**config.mk**
```make
export PLATFORM = sky130hd
export DESIGN_NAME = dmem_arbiter
export DESIGN_NICKNAME = d
export VERILOG_FILES = /design/src/rtl/dmem_pkg.sv /design/src/rtl/dmem_arbiter_rr_arb2.sv /design/src/rtl/dmem_arbiter.sv
export SDC_FILE = /design/constraint.sdc
export NUM_CORES = 1
export LEC_CHECK = 0
export BUFFER_PORTS_ARGS = -buffer_cell sky130_fd_sc_hd__buf_2
export CAP_MARGIN = 10
export CORE_UTILIZATION = 40
export CTS_BUF_LIST = sky130_fd_sc_hd__clkbuf_16
export CTS_CLUSTER_SIZE = 8
export DETAILED_ROUTE_END_ITERATION = 8
export PLACE_DENSITY = 0.71
export SLEW_MARGIN = 25
export SYNTH_ARGS = -nofsm -noshare
export SYNTH_HDL_FRONTEND = slang
export SYNTH_SLANG_ARGS = --single-unit
```
**constraint.sdc**
```tcl
create_clock -name clk -period 3.6 [get_ports clk]
set_clock_uncertainty 0.1 [all_clocks]
set_input_delay 0.18 -clock clk [delete_from_list [all_inputs] [get_ports clk]]
set_output_delay 0.18 -clock clk [all_outputs]
set_load 0.02 [all_outputs]
```
**src/rtl/dmem_pkg.sv**
```systemverilog
// Shared types and constants for the data-memory arbiter: FSM states,
// default memory depth and the requester port-id type.
package dmem_pkg;

    typedef enum logic [1:0] {
        IDLE  = 2'd0,
        ISSUE = 2'd1,
        RESP  = 2'd2
    } dmem_state_t;

    localparam int DMEM_DEPTH = 65536;

    typedef logic port_id_t;

endpackage

```
**src/rtl/dmem_arbiter_rr_arb2.sv**
```systemverilog
// Two-requester round-robin grant: purely combinational; the parent owns the
// priority pointer and advances it on handshake.
module rr_arb2
    import dmem_pkg::*;
(
    input  logic     valid0,
    input  logic     valid1,
    input  port_id_t prio,
    output logic     grant_valid,
    output port_id_t grant
);

    always_comb begin
        grant_valid = valid0 | valid1;
        if (valid0 && valid1) begin
            grant = prio;
        end else if (valid1) begin
            grant = 1'b1;
        end else begin
            grant = 1'b0;
        end
    end

endmodule

```
**src/rtl/dmem_arbiter.sv**
```systemverilog
// Shares the single-port data memory between the CPU port (0) and the loader
// port (1); one access in flight, handshake -> ISSUE -> RESP.
module dmem_arbiter
    import dmem_pkg::*;
#(
    parameter int ADDR_W    = 32,
    parameter int DATA_W    = 32,
    parameter int MEM_DEPTH = DMEM_DEPTH
) (
    input  logic              clk,
    input  logic              rst_n,
    input  logic              req0_valid,
    output logic              req0_ready,
    input  logic              req0_write,
    input  logic [ADDR_W-1:0] req0_addr,
    input  logic [DATA_W-1:0] req0_wdata,
    input  logic              req1_valid,
    output logic              req1_ready,
    input  logic              req1_write,
    input  logic [ADDR_W-1:0] req1_addr,
    input  logic [DATA_W-1:0] req1_wdata,
    output logic              rsp0_valid,
    output logic [DATA_W-1:0] rsp0_rdata,
    output logic              rsp0_err,
    output logic              rsp1_valid,
    output logic [DATA_W-1:0] rsp1_rdata,
    output logic              rsp1_err,
    output logic              mem_read,
    output logic              mem_write,
    output logic [ADDR_W-1:0] mem_addr,
    output logic [DATA_W-1:0] mem_wdata,
    input  logic [DATA_W-1:0] mem_rdata
);

    // One extra bit so a depth equal to 2**ADDR_W still compares correctly.
    localparam logic [ADDR_W:0] DEPTH_EXT = (ADDR_W + 1)'(MEM_DEPTH);

    dmem_state_t       state_reg, state_next;
    port_id_t          prio_reg;
    port_id_t          lat_port_reg;
    logic              lat_write_reg;
    logic [ADDR_W-1:0] lat_addr_reg;
    logic [DATA_W-1:0] lat_wdata_reg;
    logic              err_reg;

    logic              grant_valid;
    port_id_t          grant;
    logic              in_range;
    logic              handshake;
    logic [1:0]        ready_vec;
    logic [1:0]        rsp_valid_vec;
    logic [1:0]        rsp_err_vec;
    logic [DATA_W-1:0] rsp_rdata_vec [2];
    logic [DATA_W-1:0] rdata_reg     [2];
    logic [DATA_W-1:0] rsp_data_next;

    rr_arb2 u_arb (
        .valid0      (req0_valid),
        .valid1      (req1_valid),
        .prio        (prio_reg),
        .grant_valid (grant_valid),
        .grant       (grant)
    );

    assign in_range  = {1'b0, lat_addr_reg} < DEPTH_EXT;
    assign handshake = (state_reg == IDLE) && grant_valid;

    always_comb begin
        state_next = state_reg;
        mem_read   = 1'b0;
        mem_write  = 1'b0;
        unique case (state_reg)
            IDLE: begin
                if (grant_valid) begin
                    state_next = ISSUE;
                end
            end
            ISSUE: begin
                mem_read   = in_range && !lat_write_reg;
                mem_write  = in_range && lat_write_reg;
                state_next = RESP;
            end
            RESP: begin
                state_next = IDLE;
            end
            default: begin
                state_next = IDLE;
            end
        endcase
    end

    always_ff @(posedge clk) begin
        if (!rst_n) begin
            state_reg     <= IDLE;
            prio_reg      <= 1'b0;
            lat_port_reg  <= 1'b0;
            lat_write_reg <= 1'b0;
            lat_addr_reg  <= '0;
            lat_wdata_reg <= '0;
            err_reg       <= 1'b0;
        end else begin
            state_reg <= state_next;
            if (handshake) begin
                lat_port_reg  <= grant;
                lat_write_reg <= grant ? req1_write : req0_write;
                lat_addr_reg  <= grant ? req1_addr  : req0_addr;
                lat_wdata_reg <= grant ? req1_wdata : req0_wdata;
                prio_reg      <= ~grant;
            end
            if (state_reg == ISSUE) begin
                err_reg <= !in_range;
            end
        end
    end

    assign mem_addr  = lat_addr_reg;
    assign mem_wdata = lat_wdata_reg;

    // Memory read data arrives in RESP; it is forwarded straight out and also
    // captured so the port keeps showing it until its next response.
    assign rsp_data_next = (lat_write_reg || err_reg) ? '0 : mem_rdata;

    for (genvar gi = 0; gi < 2; gi++) begin : g_port
        logic sel;
        assign sel                = (state_reg == RESP) && (lat_port_reg == port_id_t'(gi));
        assign rsp_valid_vec[gi]  = sel;
        assign rsp_err_vec[gi]    = sel && err_reg;
        assign rsp_rdata_vec[gi]  = sel ? rsp_data_next : rdata_reg[gi];
        assign ready_vec[gi]      = handshake && (grant == port_id_t'(gi));

        always_ff @(posedge clk) begin
            if (!rst_n) begin
                rdata_reg[gi] <= '0;
            end else if (sel) begin
                rdata_reg[gi] <= rsp_data_next;
            end
        end
    end

    assign req0_ready = ready_vec[0];
    assign req1_ready = ready_vec[1];
    assign rsp0_valid = rsp_valid_vec[0];
    assign rsp1_valid = rsp_valid_vec[1];
    assign rsp0_err   = rsp_err_vec[0];
    assign rsp1_err   = rsp_err_vec[1];
    assign rsp0_rdata = rsp_rdata_vec[0];
    assign rsp1_rdata = rsp_rdata_vec[1];

endmodule

```
* Yosys cells after proc, flatten, opt, wreduce, memory -nomap -nowiden *
Memories as Yosys holds them, arrays and structs flattened.
Cells that the tools add are included.

word-level totals
  bits in registers = 70
  bits in read-only memories = 0
  output and inout port bits = 136
  memories kept = 1
  logic and storage cells = 52
  latch bits = 0
  bits in writable memories = 64

operators by class
  divide/modulo/power cells = 0
  add/subtract/negate cells = 0
  reduce and logical (&&, ||, !) cells = 14
  shift-type cells = 0
  $lt $le $gt $ge = 1
  bitwise logic cells = 5
  mux-type cells = 21
  equal/unequal tests = 3
  multiply operators = 0

memory list
  memory     words  bits a word  read ports  clocked after Yosys merged registers in  wr ports  RTL line            source
  rdata_reg  2      32           2           0                                        2         dmem_arbiter.sv:54  logic [DATA_W-1:0] rdata_reg [2];

operators by type and width
  kind                  count
  $mux 32               7
  $lt 32x17->1 const B  1
  $mux 1                12
  $logic_and 1x1->1     10
  $pmux 2 s2            1
  $or 1x1->1            3
  $eq 2x1->1 const B    1
  $eq 2x2->1 const B    1
  $logic_not 1->1       2
  $logic_not 2->1       1
  $mux 2                1
  $ne 2x2->1 const B    1
  $not 1->1             2
  $logic_or 1x1->1      1

* Logic depth before layout (Yosys ltp) *
  depth after elaboration = 6
  gate-level depth with buffers = 5
  depth with buffers taken out = 3

* Cells and area by module *
A second synthesis with hierarchy kept.

unflattened totals
  cell total of the unflattened synthesis = 644
  area, all modules = 6,289.8 sq um

modules (own cells, without submodules)
  module        seq. area each (sq um)  cells each  instances  area each (sq um)
  dmem_arbiter  3,323.2                 641         1          6,272.3
  rr_arb2       0.0                     3           1          17.5

* Worst setup path before layout *
No wires, ideal clock.

  path type = register -> register
  start point = register state_reg[1]
  end point = memory rdata_reg[0][0] (enable)
  slack = 1,391 ps
  buffers on the path = 1
  library setup time = 390 ps
  clock period less this slack = 2,209 ps
  stages on the path, launching flop included = 4
  data arrival time = 1,720 ps
  path through = dfxtp_1 -> or3b_1 -> clkbuf_1 -> nand2_1

RTL lines
  item                      RTL line             source
  start: declaration        dmem_arbiter.sv:38   dmem_state_t state_reg, state_next;
  start signal: assignment  dmem_arbiter.sv:102  state_reg <= state_next;
  end: declaration          dmem_arbiter.sv:54

* Final worst setup path *
  start point = register state_reg[1]
  end point = register lat_wdata_reg[7], in the netlist mem_wdata[7]

between the ends
  cells in the longest elaborated chain, start to end = 2

ends and longest elaborated chain
  item                    RTL line             source
  $logic_not 2->1         dmem_arbiter.sv:66   assign handshake = (state_reg == IDLE) && grant_valid;
  $logic_and 1x1->1       dmem_arbiter.sv:66
  end signal: assignment  dmem_arbiter.sv:107  lat_wdata_reg <= grant ? req1_wdata : req0_wdata;
  end: declaration        dmem_arbiter.sv:43   logic [DATA_W-1:0] lat_wdata_reg;

Every way passes these cells.
A chain may end at the register's enable or synchronous reset.

==> reports/results.tsv <==
metric	value	unit
synth_nets	903	
min_delay_path_depth	3	
dr.pass1.iters	5	
p_comb_share	23.2	%
clk_path_buf_depth	2	
critPathCaptureType	flip-flop	
arrival	2.99	ns
synth_xor_area_share	0	%
rsz0062_at_grt	no	
cpPeakStageDelay	0.62	ns
final_area	9720	µm²
synth_fa_ha_area_share	0	%
r2r_slack	0.86	ns
grt_usage	28.4	%
maxCapViolations	0	
synth_compound_area_share	17.7	%
synth-seq-cells	134	
crit_fanout	40	
cts-htree-levels	4	
setup_viol	0	
min_from	mem_rdata[13]	
whs_endpoint	rdata_reg[1][13]$_SDFFCE_PN0P_	
outcome	complete, no violations	
synth_top_area_cell	edfxtp_1	
p_clk_share	36.2	%
synthArstFlopShare	0	%
avgSynthCellArea	8.53	µm²
yosys_warnings	0	
maxSlewViolCount	0	
clock-sinks	134	
dpl_cell_area	7860	µm²
syn2layout_area_growth	54.5	%
grt_remaining_overflow	0	
cts_tree	yes	
setup_tns	0	ns
fin_crit_sh	76.2	%
largest_reg_flops	64	
worstSetupStartpoint	state_reg[1]$_SDFFE_PN0P_	
drtIter0Drc	702	
route.detailed.drc	0	
synth_cells	737	
fillCellCount	1261	
grt_pass1_wl	36100	µm
max_freq	365	MHz
io_buffer_count	301	
wl_per_cell	17.3	µm
routed_wl	23400	µm
die_area	16200	µm²
via_count	7496	
synth_simple_gate_area_share	23.5	%
timing.rr.start	state_reg[1]$_SDFFE_PN0P_	
total_power	4.34	mW
crit_family	buffers and inverters	
slew_headroom	49.3	%
seqPwrFrac	40.6	%
die_y	127	µm
nets	1292	
ir_worst_vdd	270	µV
synth_common_cells	nand2_1 (100), o21ai_0 (98), dfxtp_1 (70)	
cts_resized	0	
power.share.switching	29.7	%
switchingPower	1.29	mW
layout.cells.non_filler	1354	
rows	45	
cts-buffers-inserted	17	
p_per_area	447	nW/µm²
die_x	127	µm
gp_congestion	0.822	
worstHoldPathType	input port to flip-flop	
ant_nets	0	
drive_above_1_share	31.0	%
clkTransAtPathRegs	0.06	ns
crit_path_top_delay_cell	dlygate4sd3_1	
post-dp-hpwl	13700	µm
ios	302	
synth_cell_types	29	
synth_mux_area_share	0	%
hold_viol	0	
initial_core_util	41.2	%
yosysMostFrequentCell	nand2_1	
start_kind	flip-flop	
place_inst	1187	
p_int	3.05	mW
postLayoutCoreUtil	63.7	%
antenna_found_initial	4	
grt_pass1_vias	7012	
synthTopCellsByArea	edfxtp_1 (31%), dfxtp_1 (22%), o21ai_0 (7.8%)	
via_per_inst	5.54	
syn_area	6290	µm²
grt_max_degree	68	
p_leak	4.43	nW
synthFlopType	dfxtp_1	
finalCriticalPeriod	2.74	ns
required	3.84	ns
r2r_end	mem_wdata[7]$_SDFFE_PN0P_	
reg2reg_depth	5	
crit_chain	nor2_4, buf_4, nand4_1, a31oi_1, dlygate4sd3_1	
seq_area_frac_synth	52.8	%
cts-root-buf	clkbuf_16	
synth_edf_count	64	
worst_slew_pin_slew	0.759	ns
core_area	15300	µm²
synth_top_cell_area_share	30.6	%
synth_top_family_by_area	simple AND/OR/NAND/NOR gates	
path_class	flip-flop to flip-flop	
cp_num_buf_inv	2	
worstSkewPairLatency	0.41	ns
worst max-delay path by stage:
stage                                    end  depth (start not counted)  slack, ns
3_3_place_gp   rdata_reg[0][9]$_SDFFCE_PN0P_                          4       1.32
5_1_grt            mem_wdata[7]$_SDFFE_PN0P_                          5       0.78
3_5_place_dp   rdata_reg[0][5]$_SDFFCE_PN0P_                          4       1.28
4_1_cts                       rsp1_rdata[30]                          4       0.92
6_report           mem_wdata[7]$_SDFFE_PN0P_                          5       0.86
2_1_floorplan  rdata_reg[0][0]$_SDFFCE_PN0P_                          3       1.39
tightest hold or removal path, stage by stage:
cell	delay, ns
buf_2	0.08
nand2_1	0.08
nor2_1	0.10
metrics by stage:
step	setup WS [ns]	hold slack [ns]
floorplan	1.39	0.202
global placement	1.32	0.366
detailed placement	1.28	0.369
CTS	0.924	0.0358
global route	0.780	0.0477
finish	0.857	0.0544
power groups by stage:
stage                     registers (mW)  logic (mW)  clock network, mW
after floorplan                     1.86       0.437                  0
after global placement              1.79       0.835                  0
after detailed placement            1.79       0.839                  0
after CTS                           1.76       0.981               1.57
after global routing                1.77        1.08               1.65
final                               1.76        1.01               1.57
repair_timing:
action,4_1_cts,5_1_grt
hold buffers,131,0
endpoints found under the hold margin,67,0
buffers inserted,0,0
cell usage in the layout (no fill, tap or decap):
cell type and instances:
dlygate4sd3_1 131, or3b_2 1, nand2b_2 1, clkinv_2 2, clkbuf_16 18, inv_1 14
a211oi_4 1, buf_2 301, nand3_1 68, bufinv_16 1, buf_4 17, nor3_1 3
o221a_2 1, a21oi_1 2, diode_2 4, or2_2 1, a31oi_1 65, o21ai_0 98
nand4_1 65, nor2_1 66, inv_2 2, edfxtp_1 64, nor4_1 4, nor2_4 2
nor2b_1 2, dfxtp_1 70, o21ai_2 4, and2_1 1, nand2_1 100, clkinv_1 2
nor2_2 1, nand3b_1 2, o21ai_1 29
kinds of logic (layout without fill, tap and decap cells):
group                  count (synthesis)  in the layout
AOI/OAI and AO/OA                    200            200
buffers and inverters                 86            488
and+or+nand+nor                      317            317
other                                  0              4
DFF                                  134            134
final cells by class:
cell class	instances	area (µm²)	share of cell area (%)
sequential	134	3320	34.2
timing repair buffer	449	2950	30.3
multi-input combinational	517	2620	26.9
clock buffer	18	450	4.64
tap	211	264	2.72
clock inverter	14	81.3	0.837
inverter	7	26.3	0.270
antenna	4	10.0	0.103
per-layer routing:
metal | track usage, % | up-vias | routed length, µm
met4 | 14.9 | 0 | 888
met2 | 46.6 | 477 | 11200
met3 | 6.57 | 85 | 2100
li1 | - | 3478 | -
met1 | 34.7 | 3456 | 9220
met5 | 0 | - | 0
No activity file was read; power rests on OpenSTA's default activity.
